`src/rtl/fft_pkg.sv`:
```
// fft_pkg.sv - shared FFT datapath sizes and sample/frame types
// Purpose: frame geometry and sample/frame types shared by the frame collector,
//          bit_reverse_mapper and the butterfly stages.
// Contents: FFT_LOG2N, FFT_SIZE, SAMPLE_W, sample_t, frame_t.
package fft_pkg;
    localparam int FFT_LOG2N = 3;
    localparam int FFT_SIZE  = 2 ** FFT_LOG2N;
    localparam int SAMPLE_W  = 32;

    typedef logic [SAMPLE_W-1:0]    sample_t;
    typedef sample_t [FFT_SIZE-1:0] frame_t;
endpackage

```
`src/rtl/fft_frame_bank.sv`:
```
// fft_frame_bank.sv - one SIZE-entry sample bank with a full flag
// Purpose: holds one frame of samples for the ping-pong collector.
// Ports:
//   clk, rst   clock, asynchronous active-high reset (clears samples and flag)
//   wr_en      write wr_data into entry wr_idx
//   wr_idx     entry index (N bits)
//   wr_data    sample to store
//   set_full   mark bank as holding a complete frame
//   clr_full   release bank after the frame is consumed
//   full       bank holds a complete frame
//   data       all SIZE entries, entry i = i-th sample written
module fft_frame_bank
    import fft_pkg::*;
#(
    parameter int N = FFT_LOG2N,
    parameter int W = SAMPLE_W
) (
    input  logic                      clk,
    input  logic                      rst,
    input  logic                      wr_en,
    input  logic [N-1:0]              wr_idx,
    input  logic [W-1:0]              wr_data,
    input  logic                      set_full,
    input  logic                      clr_full,
    output logic                      full,
    output logic [2**N-1:0][W-1:0]    data
);
    logic [2**N-1:0][W-1:0] mem_d, mem_q;
    logic                   full_d, full_q;

    always_comb begin
        mem_d  = mem_q;
        full_d = full_q;
        if (wr_en) begin
            mem_d[wr_idx] = wr_data;
        end
        if (clr_full) begin
            full_d = 1'b0;
        end
        if (set_full) begin
            full_d = 1'b1;
        end
    end

    always_ff @(posedge clk or posedge rst) begin
        if (rst) begin
            mem_q  <= '0;
            full_q <= 1'b0;
        end else begin
            mem_q  <= mem_d;
            full_q <= full_d;
        end
    end

    assign full = full_q;
    assign data = mem_q;
endmodule

```
`src/rtl/fft_frame_collector.sv`:
```
// fft_frame_collector.sv - stream-to-frame ping-pong collector for the FFT
// Purpose: assembles 2**N consecutive samples into a frame and presents it in
//          parallel, natural order, while the other bank keeps filling.
// Ports:
//   clk, rst                       clock, asynchronous active-high reset
//   s_valid/s_ready/s_data/s_last  input sample stream, s_last marks frame end
//   frame_valid/frame_ready        frame handshake towards bit_reverse_mapper
//   frame_data                     packed frame, element i = i-th sample received
//   frame_err                      one-cycle pulse when s_last position is wrong
module fft_frame_collector
    import fft_pkg::*;
#(
    parameter int N = FFT_LOG2N,
    parameter int W = SAMPLE_W
) (
    input  logic                      clk,
    input  logic                      rst,
    input  logic                      s_valid,
    output logic                      s_ready,
    input  logic [W-1:0]              s_data,
    input  logic                      s_last,
    output logic                      frame_valid,
    input  logic                      frame_ready,
    output logic [2**N-1:0][W-1:0]    frame_data,
    output logic                      frame_err
);
    logic                   wr_bank_d, wr_bank_q;
    logic                   rd_bank_d, rd_bank_q;
    logic [N-1:0]           wr_idx_d, wr_idx_q;
    logic                   err_d, err_q;
    // Held low through reset so s_ready only rises after reset release.
    logic                   ready_en_d, ready_en_q;

    logic                   full0, full1;
    logic [2**N-1:0][W-1:0] data0, data1;
    logic                   wr_full;
    logic                   accept, last_pos, mismatch, complete, consume;
    logic                   wr_en;

    assign wr_full  = wr_bank_q ? full1 : full0;
    assign s_ready  = ready_en_q & ~wr_full;
    assign accept   = s_valid & s_ready;
    assign last_pos = (wr_idx_q == {N{1'b1}});
    assign mismatch = last_pos != s_last;
    assign complete = accept & last_pos & s_last;
    assign consume  = frame_valid & frame_ready;
    // The offending sample of a framing error is never stored.
    assign wr_en    = accept & ~mismatch;

    assign frame_valid = rd_bank_q ? full1 : full0;
    assign frame_data  = rd_bank_q ? data1 : data0;
    assign frame_err   = err_q;

    always_comb begin
        wr_bank_d  = wr_bank_q;
        rd_bank_d  = rd_bank_q;
        wr_idx_d   = wr_idx_q;
        err_d      = accept & mismatch;
        ready_en_d = 1'b1;
        if (accept) begin
            if (mismatch || complete) begin
                wr_idx_d = '0;
            end else begin
                wr_idx_d = wr_idx_q + N'(1);
            end
        end
        if (complete) begin
            wr_bank_d = ~wr_bank_q;
        end
        if (consume) begin
            rd_bank_d = ~rd_bank_q;
        end
    end

    always_ff @(posedge clk or posedge rst) begin
        if (rst) begin
            wr_bank_q  <= 1'b0;
            rd_bank_q  <= 1'b0;
            wr_idx_q   <= '0;
            err_q      <= 1'b0;
            ready_en_q <= 1'b0;
        end else begin
            wr_bank_q  <= wr_bank_d;
            rd_bank_q  <= rd_bank_d;
            wr_idx_q   <= wr_idx_d;
            err_q      <= err_d;
            ready_en_q <= ready_en_d;
        end
    end

    // A partial frame in a bank is discarded simply by rewinding wr_idx; the
    // completing bank is never the one being consumed, so set/clear never collide.
    fft_frame_bank #(.N(N), .W(W)) u_bank0 (
        .clk      (clk),
        .rst      (rst),
        .wr_en    (wr_en & ~wr_bank_q),
        .wr_idx   (wr_idx_q),
        .wr_data  (s_data),
        .set_full (complete & ~wr_bank_q),
        .clr_full (consume & ~rd_bank_q),
        .full     (full0),
        .data     (data0)
    );

    fft_frame_bank #(.N(N), .W(W)) u_bank1 (
        .clk      (clk),
        .rst      (rst),
        .wr_en    (wr_en & wr_bank_q),
        .wr_idx   (wr_idx_q),
        .wr_data  (s_data),
        .set_full (complete & wr_bank_q),
        .clr_full (consume & rd_bank_q),
        .full     (full1),
        .data     (data1)
    );
endmodule

```
`config.mk`:
```
export PLATFORM = sky130hd
export DESIGN_NAME = fft_frame_collector
export DESIGN_NICKNAME = d
export VERILOG_FILES = /design/src/rtl/fft_pkg.sv /design/src/rtl/fft_frame_bank.sv /design/src/rtl/fft_frame_collector.sv
export SDC_FILE = /design/constraint.sdc
export NUM_CORES = 1
export LEC_CHECK = 0
export ABC_CLOCK_PERIOD_IN_PS = 24900
export BUFFER_PORTS_ARGS = -buffer_cell sky130_fd_sc_hd__clkbuf_2
export CAP_MARGIN = 20
export CORE_MARGIN = 2
export CORE_UTILIZATION = 40
export DETAILED_ROUTE_END_ITERATION = 12
export GPL_TIMING_DRIVEN = 0
export PLACE_DENSITY = 0.63
export SLEW_MARGIN = 15
export SYNTH_ARGS = -nofsm -noshare
export SYNTH_HDL_FRONTEND = slang
export SYNTH_SLANG_ARGS = --single-unit
```
`constraint.sdc`:
```
create_clock -name clk -period 24.9 [get_ports clk]
set_input_delay 4.98 -clock clk [delete_from_list [all_inputs] [get_ports clk]]
set_output_delay 4.98 -clock clk [all_outputs]
set_load 0.03 [all_outputs]
```
==> results of run 1 <==
-- registers in the layout, summed over array words and instances, names as in the netlist --
| signal | flops |
|---|---|
| u_bank0.data | 256 |
| u_bank1.data | 256 |
| wr_idx_q | 3 |
| frame_err | 1 |
| rd_bank_q | 1 |
| ready_en_q | 1 |
| u_bank0.full | 1 |
| u_bank1.full | 1 |
| wr_bank_q | 1 |
-- Yosys cell counts, drive strengths merged (2+ instances only) --
cell type	number
and2	2
and4b	3
buf	53
clkbuf	64
dfrtp	521
ha	2
inv	2
mux2	771
nand2	6
nand4	9
nand4bb	2
nor2	2
nor3	2
nor4	8
nor4bb	4
o21ai	5
or4b	3
xor2	2
-- placed cells by master (no fill, tap or decap), types with 6 or more instances in the layout --
cell,count
dfrtp_1,521
mux2_2,494
clkbuf_2,295
mux2_1,277
clkbuf_1,77
clkbuf_16,57
buf_2,30
buf_4,21
clkbuf_8,12
nand4_1,9
nor4_4,7
clkinv_2,7
bufinv_16,7
nand2_1,6
-- metrics by stage --
stage	total power [µW]	hold slack [ns]
floorplan	1540	0.452
global placement	1750	0.461
detailed placement	1760	0.468
CTS	2650	0.483
global route	2730	0.495
finish	2610	0.478
-- layout make-up --
class                      count  area share
multi-input combinational    831       0.338
sequential                   521       0.477
clock inverter                19      0.0120
timing repair buffer         299      0.0580
buffer                       117      0.0203
clock buffer                  82      0.0600
antenna                        1   0.0000915
tap                          756      0.0346
inverter                       2    0.000549
-- worst paths after layout --
path | start | endpoint | slack (ns)
min reg2reg | u_bank0.data[175] | u_bank0.data[175] | 0.48
min in group asynchronous | rst | u_bank0.data[81] | 4.43
max | rd_bank_q | frame_data[95] | 16.23
max in group asynchronous | rst | u_bank1.data[67] | 18.97
max reg2reg | wr_idx_q[0] | u_bank1.data[75] | 21.85
min | u_bank0.data[175] | u_bank0.data[175] | 0.48
-- routing by layer --
metal / track usage / share of wire / wire (µm)
met5: 0 / 0.00027 / 16
met2: 0.341 / 0.48 / 29100
met3: 0.0496 / 0.063 / 3780
met4: 0.0496 / 0.019 / 1120
met1: 0.274 / 0.44 / 26300
-- power groups by stage --
stage                     Clock [µW]  Combinational, µW  Sequential, µW
after global routing             936                753            1040
final                            876                710            1030
after CTS                        900                721            1030
after floorplan                    0                515            1020
after detailed placement           0                718            1040
after global placement             0                709            1040
-- critical path, delay by kind of cell, from the launching register on --
kind     cells  cell delay [ns]
buf+inv      4             2.33
flops        1             0.32
mux          1             0.41
-- kinds of logic after synthesis --
group | synth area share
buffers and inverters | 0.0247
muxes | 0.381
xor gates and xnor gates | 0.00197
adders and majority gates | 0.00110
DFF | 0.571
AOI/OAI and AO/OA | 0.00230
other | 0.000164
and+or+nand+nor | 0.0183
==> flow_metrics.env, run 1 <==
export IMPL_synthCells=1471
export IMPL_syn_area_per_cell_um2=15.5
export IMPL_p_switching_uw=858
export IMPL_cp_arrival_ns=3.69
export IMPL_p_clk_frac=0.335
export IMPL_core_um2=56400
export IMPL_wl_per_cell_um=23.0
export IMPL_switching_share=0.329
export IMPL_clock_root_buffer="clkbuf_16"
export IMPL_grt_pass1_vias=14600
export IMPL_status="finished, final reports clean"
export IMPL_start_kind="register"
export IMPL_cts_resized=0
export IMPL_regArea_um2=13000
export IMPL_yosys_warnings=0
export IMPL_port_buffers=295
export IMPL_synth_area_top_cells="dfrtp_1, mux2_2, mux2_1"
export IMPL_io_pins=296
export IMPL_dp_hpwl_um=42700
export IMPL_gr_usage_all_layers=0.206
export IMPL_antenna_found_initial=2
export IMPL_multi_input_area_um2=9240
export IMPL_tritoncts="done"
export IMPL_layout_nets=1868
export IMPL_grt_pass1_wl_um=92200
export IMPL_synth_top_area_frac=0.571
export IMPL_maxSlewHeadroom=0.305
export IMPL_crit_type="register to output port"
export IMPL_clock_latency_ns=0.63
export IMPL_hold_path_class="register to register"
export IMPL_setup_viol=0
export IMPL_vdd_drop_max_v=0.0000995
export IMPL_synth_edff_count=0
export IMPL_rsz0062_at_grt="false"
export IMPL_slowest_stage="clkbuf_1"
export IMPL_ys_ff_latch=521
export IMPL_clk_pin_slew_worst_paths_ns=0.06
export IMPL_drive_above_1_share=0.504
export IMPL_post_route_min_period_ns=8.67
export IMPL_fmax_mhz=115
export IMPL_cts_hold_buffers=0
export IMPL_fin_util=0.485
export IMPL_synthesis_nets=1510
export IMPL_path_common_cell="clkbuf_1"
export IMPL_yosysUniqueCellTypes=33
export IMPL_min_path_cells=1
export IMPL_htree_levels=2
export IMPL_drc=0
export IMPL_design_area_um2=27400
export IMPL_final_cells=2628
export IMPL_num_rows=87
export IMPL_place_inst=2526
export IMPL_dieHeight_um=243
export IMPL_ys_flop_type="dfrtp_1"
export IMPL_hold_viol_final=0
export IMPL_die_w_um=243
export IMPL_gr_total_overflow=0
export IMPL_p_seq_frac=0.393
export IMPL_place_area_um2=25400
export IMPL_clock_path_buffers=3
export IMPL_fp_dieArea_um2=59000
export IMPL_path_max_fanout=10
export IMPL_power_internal_uw=1750
export IMPL_power_density_nw_per_um2=95.5
export IMPL_setup_tns_ns=0
export IMPL_path_cells="clkbuf_1 -> clkbuf_1 -> clkbuf_1 -> mux2_2 -> clkbuf_2"
export IMPL_gp_congestion=0.796
export IMPL_clock_sinks=521
export IMPL_routed_wl_um=60300
export IMPL_endpoint_kind="output port"
export IMPL_start_util=0.405
export IMPL_worstMarginPinSlew_ns=1.04
export IMPL_pre_cts_ws_ns=16.71
export IMPL_grt_max_degree=118
export IMPL_vias=13500
export IMPL_n_fill_cell=5008
export IMPL_worstPathRequired_ns=19.92
export IMPL_viasPerCell=5.14
export IMPL_syn_area_um2=22800
export IMPL_maxSlewViolCount=0
export IMPL_pwr_share_comb=0.272
export IMPL_max_cap_viol_count=0
export IMPL_dr_pass1_iters=4
export IMPL_syn2layout_area_growth_pct=19.8
export IMPL_numCtsBuffers=57
export IMPL_p_leak_uw=0.0141
export IMPL_finalWorstSetupSlack_ns=16.23
export IMPL_drtAntennaViolNets=0
export IMPL_finClkSkew_ns=0.0189
export IMPL_period_share=0.348
export IMPL_r2r_cells=6
export IMPL_cts_setup_buffers=0
export IMPL_ys_seq_area_frac=0.571
export IMPL_yosys_area_top_type="dfrtp_1"
export IMPL_cpPeakStageDelay_ns=0.82
export IMPL_drtIter0Drc=722
export IMPL_postSynth_asyncResetShare=1.00
Power figures use the tool's default switching activity.
==> run 2, diff against run 1 <==
ABC_CLOCK_PERIOD_IN_PS = 7800   (was 24900)
PLACE_DENSITY = 0.65   (was 0.63)
clock period = 7.8 ns   (was 24.9 ns; I/O delays follow)
==> flow_metrics.env, run 2 (synthesis results as in run 1) <==
export IMPL_power_density_nw_per_um2=299
export IMPL_mostFrequentLayoutCells="dfrtp_1, mux2_2, clkbuf_2, mux2_1, clkbuf_1"
export IMPL_slowest_stage="clkbuf_1"
export IMPL_core_um2=56400
export IMPL_final_common_cell="dfrtp_1"
export IMPL_gr_usage_all_layers=0.206
export IMPL_clock_latency_ns=0.60
export IMPL_io_pins=296
export IMPL_endpoint_kind="output port"
export IMPL_max_cap_viol_count=0
export IMPL_vias=13500
export IMPL_cpPeakStageDelay_ns=0.84
export IMPL_drc=0
export IMPL_dp_hpwl_um=43800
export IMPL_htree_levels=2
export IMPL_drtIter0Drc=563
export IMPL_setup_viol=0
export IMPL_drtAntennaViolNets=0
export IMPL_clk_pin_slew_worst_paths_ns=0.06
export IMPL_post_route_min_period_ns=5.33
export IMPL_final_cells=2638
export IMPL_dieHeight_um=243
export IMPL_antenna_found_initial=4
export IMPL_num_rows=87
export IMPL_worstMarginPinSlew_ns=1.04
export IMPL_grt_pass1_vias=14400
export IMPL_design_area_um2=27400
export IMPL_p_leak_uw=0.0141
export IMPL_die_w_um=243
export IMPL_fp_dieArea_um2=59000
export IMPL_cts_setup_buffers=0
export IMPL_period_share=0.684
export IMPL_worstPathRequired_ns=6.24
export IMPL_start_kind="register"
export IMPL_numCtsBuffers=56
export IMPL_cp_arrival_ns=3.77
export IMPL_path_cells="clkbuf_1 -> clkbuf_1 -> clkbuf_1 -> mux2_2 -> clkbuf_2"
export IMPL_hold_path_class="register to register"
export IMPL_clock_path_buffers=3
export IMPL_crit_buf_inv=4
export IMPL_grt_pass1_wl_um=91600
export IMPL_finalWorstSetupSlack_ns=2.47
export IMPL_path_depth=5
export IMPL_syn2layout_area_growth_pct=20.1
export IMPL_port_buffers=295
export IMPL_routed_wl_um=60000
export IMPL_path_max_fanout=10
export IMPL_cts_resized=0
export IMPL_status="finished, final reports clean"
export IMPL_viasPerCell=5.10
export IMPL_gp_congestion=0.799
export IMPL_fmax_mhz=187
export IMPL_drive_above_1_share=0.506
export IMPL_start_util=0.405
export IMPL_critical_path_top_delay_family="buffers and inverters"
export IMPL_layout_nets=1879
export IMPL_r2r_cells=6
export IMPL_hold_viol_final=0
export IMPL_clock_root_buffer="clkbuf_16"
export IMPL_cts_hold_buffers=0
export IMPL_crit_type="register to output port"
export IMPL_place_area_um2=25600
export IMPL_grt_max_degree=38
export IMPL_pre_cts_ws_ns=3.00
export IMPL_finClkSkew_ns=0.0211
export IMPL_maxSlewViolCount=0
export IMPL_place_inst=2538
export IMPL_rsz0062_at_grt="false"
export IMPL_dr_pass1_iters=4
export IMPL_maxSlewHeadroom=0.306
export IMPL_wl_per_cell_um=22.8
export IMPL_gr_total_overflow=0
export IMPL_min_path_cells=1
export IMPL_path_common_cell="clkbuf_1"
export IMPL_p_total_uw=8200
export IMPL_clock_sinks=521
export IMPL_vdd_drop_max_v=0.000228
export IMPL_tritoncts="done"
run 2: final timing paths:
check	slack, ns	startpoint	endpoint
min	0.48	u_bank1.data[76]	u_bank1.data[76]
max in group asynchronous	5.32	rst	u_bank1.data[99]
min in group asynchronous	0.99	rst	u_bank1.data[183]
max reg2reg	4.75	wr_idx_q[0]	u_bank1.data[77]
min reg2reg	0.48	u_bank1.data[76]	u_bank1.data[76]
max	2.47	rd_bank_q	frame_data[95]
run 2: per-layer routing:
metal	up-vias	routed length, µm	part of all wire	GRT usage
met4	2	1530	0.026	0.0668
li1	6035	-	-	-
met5	-	11	0.00018	0
met3	100	3340	0.056	0.0473
met2	261	28800	0.48	0.335
met1	7055	26300	0.44	0.272
run 2: where the power goes:
part	total, µW	internal, µW	leakage [µW]	switching, µW
combinational	2280	821	0.00616	1460
clock	2640	1570	0.000898	1070
sequential	3280	3100	0.00709	184
run 2: final cells by class:
cell class / count / area [µm²]
clock buffers: 87 / 1690
diodes: 3 / 7.51
flip-flops and latches: 521 / 13000
fillers: 5006 / 29000
repair buffers: 311 / 1800
clock inverters: 10 / 143
well taps: 756 / 946
plain buffers: 117 / 556
multi-input cells: 831 / 9240
inverters: 2 / 11.3
run 2: worst register-to-register path: stages, from the launching register on:
cell,delay [ns]
dfrtp_1,0.48
ha_1,0.25
ha_1,0.29
xor2_4,0.29
nor4_2,0.77
buf_2,0.48
mux2_1,0.37
run 2: through the flow:
| step | hold slack [ns] | setup TNS, ns | utilization |
|---|---|---|---|
| 6_report | 0.479 | 0 | 0.486 |
| 5_1_grt | 0.493 | 0 | 0.486 |
| 4_1_cts | 0.481 | 0 | 0.486 |
| 3_5_place_dp | 0.468 | 0 | 0.454 |
| 3_3_place_gp | 0.461 | -1854.63 | 0.448 |
| 2_1_floorplan | 0.452 | -436.71 | - |
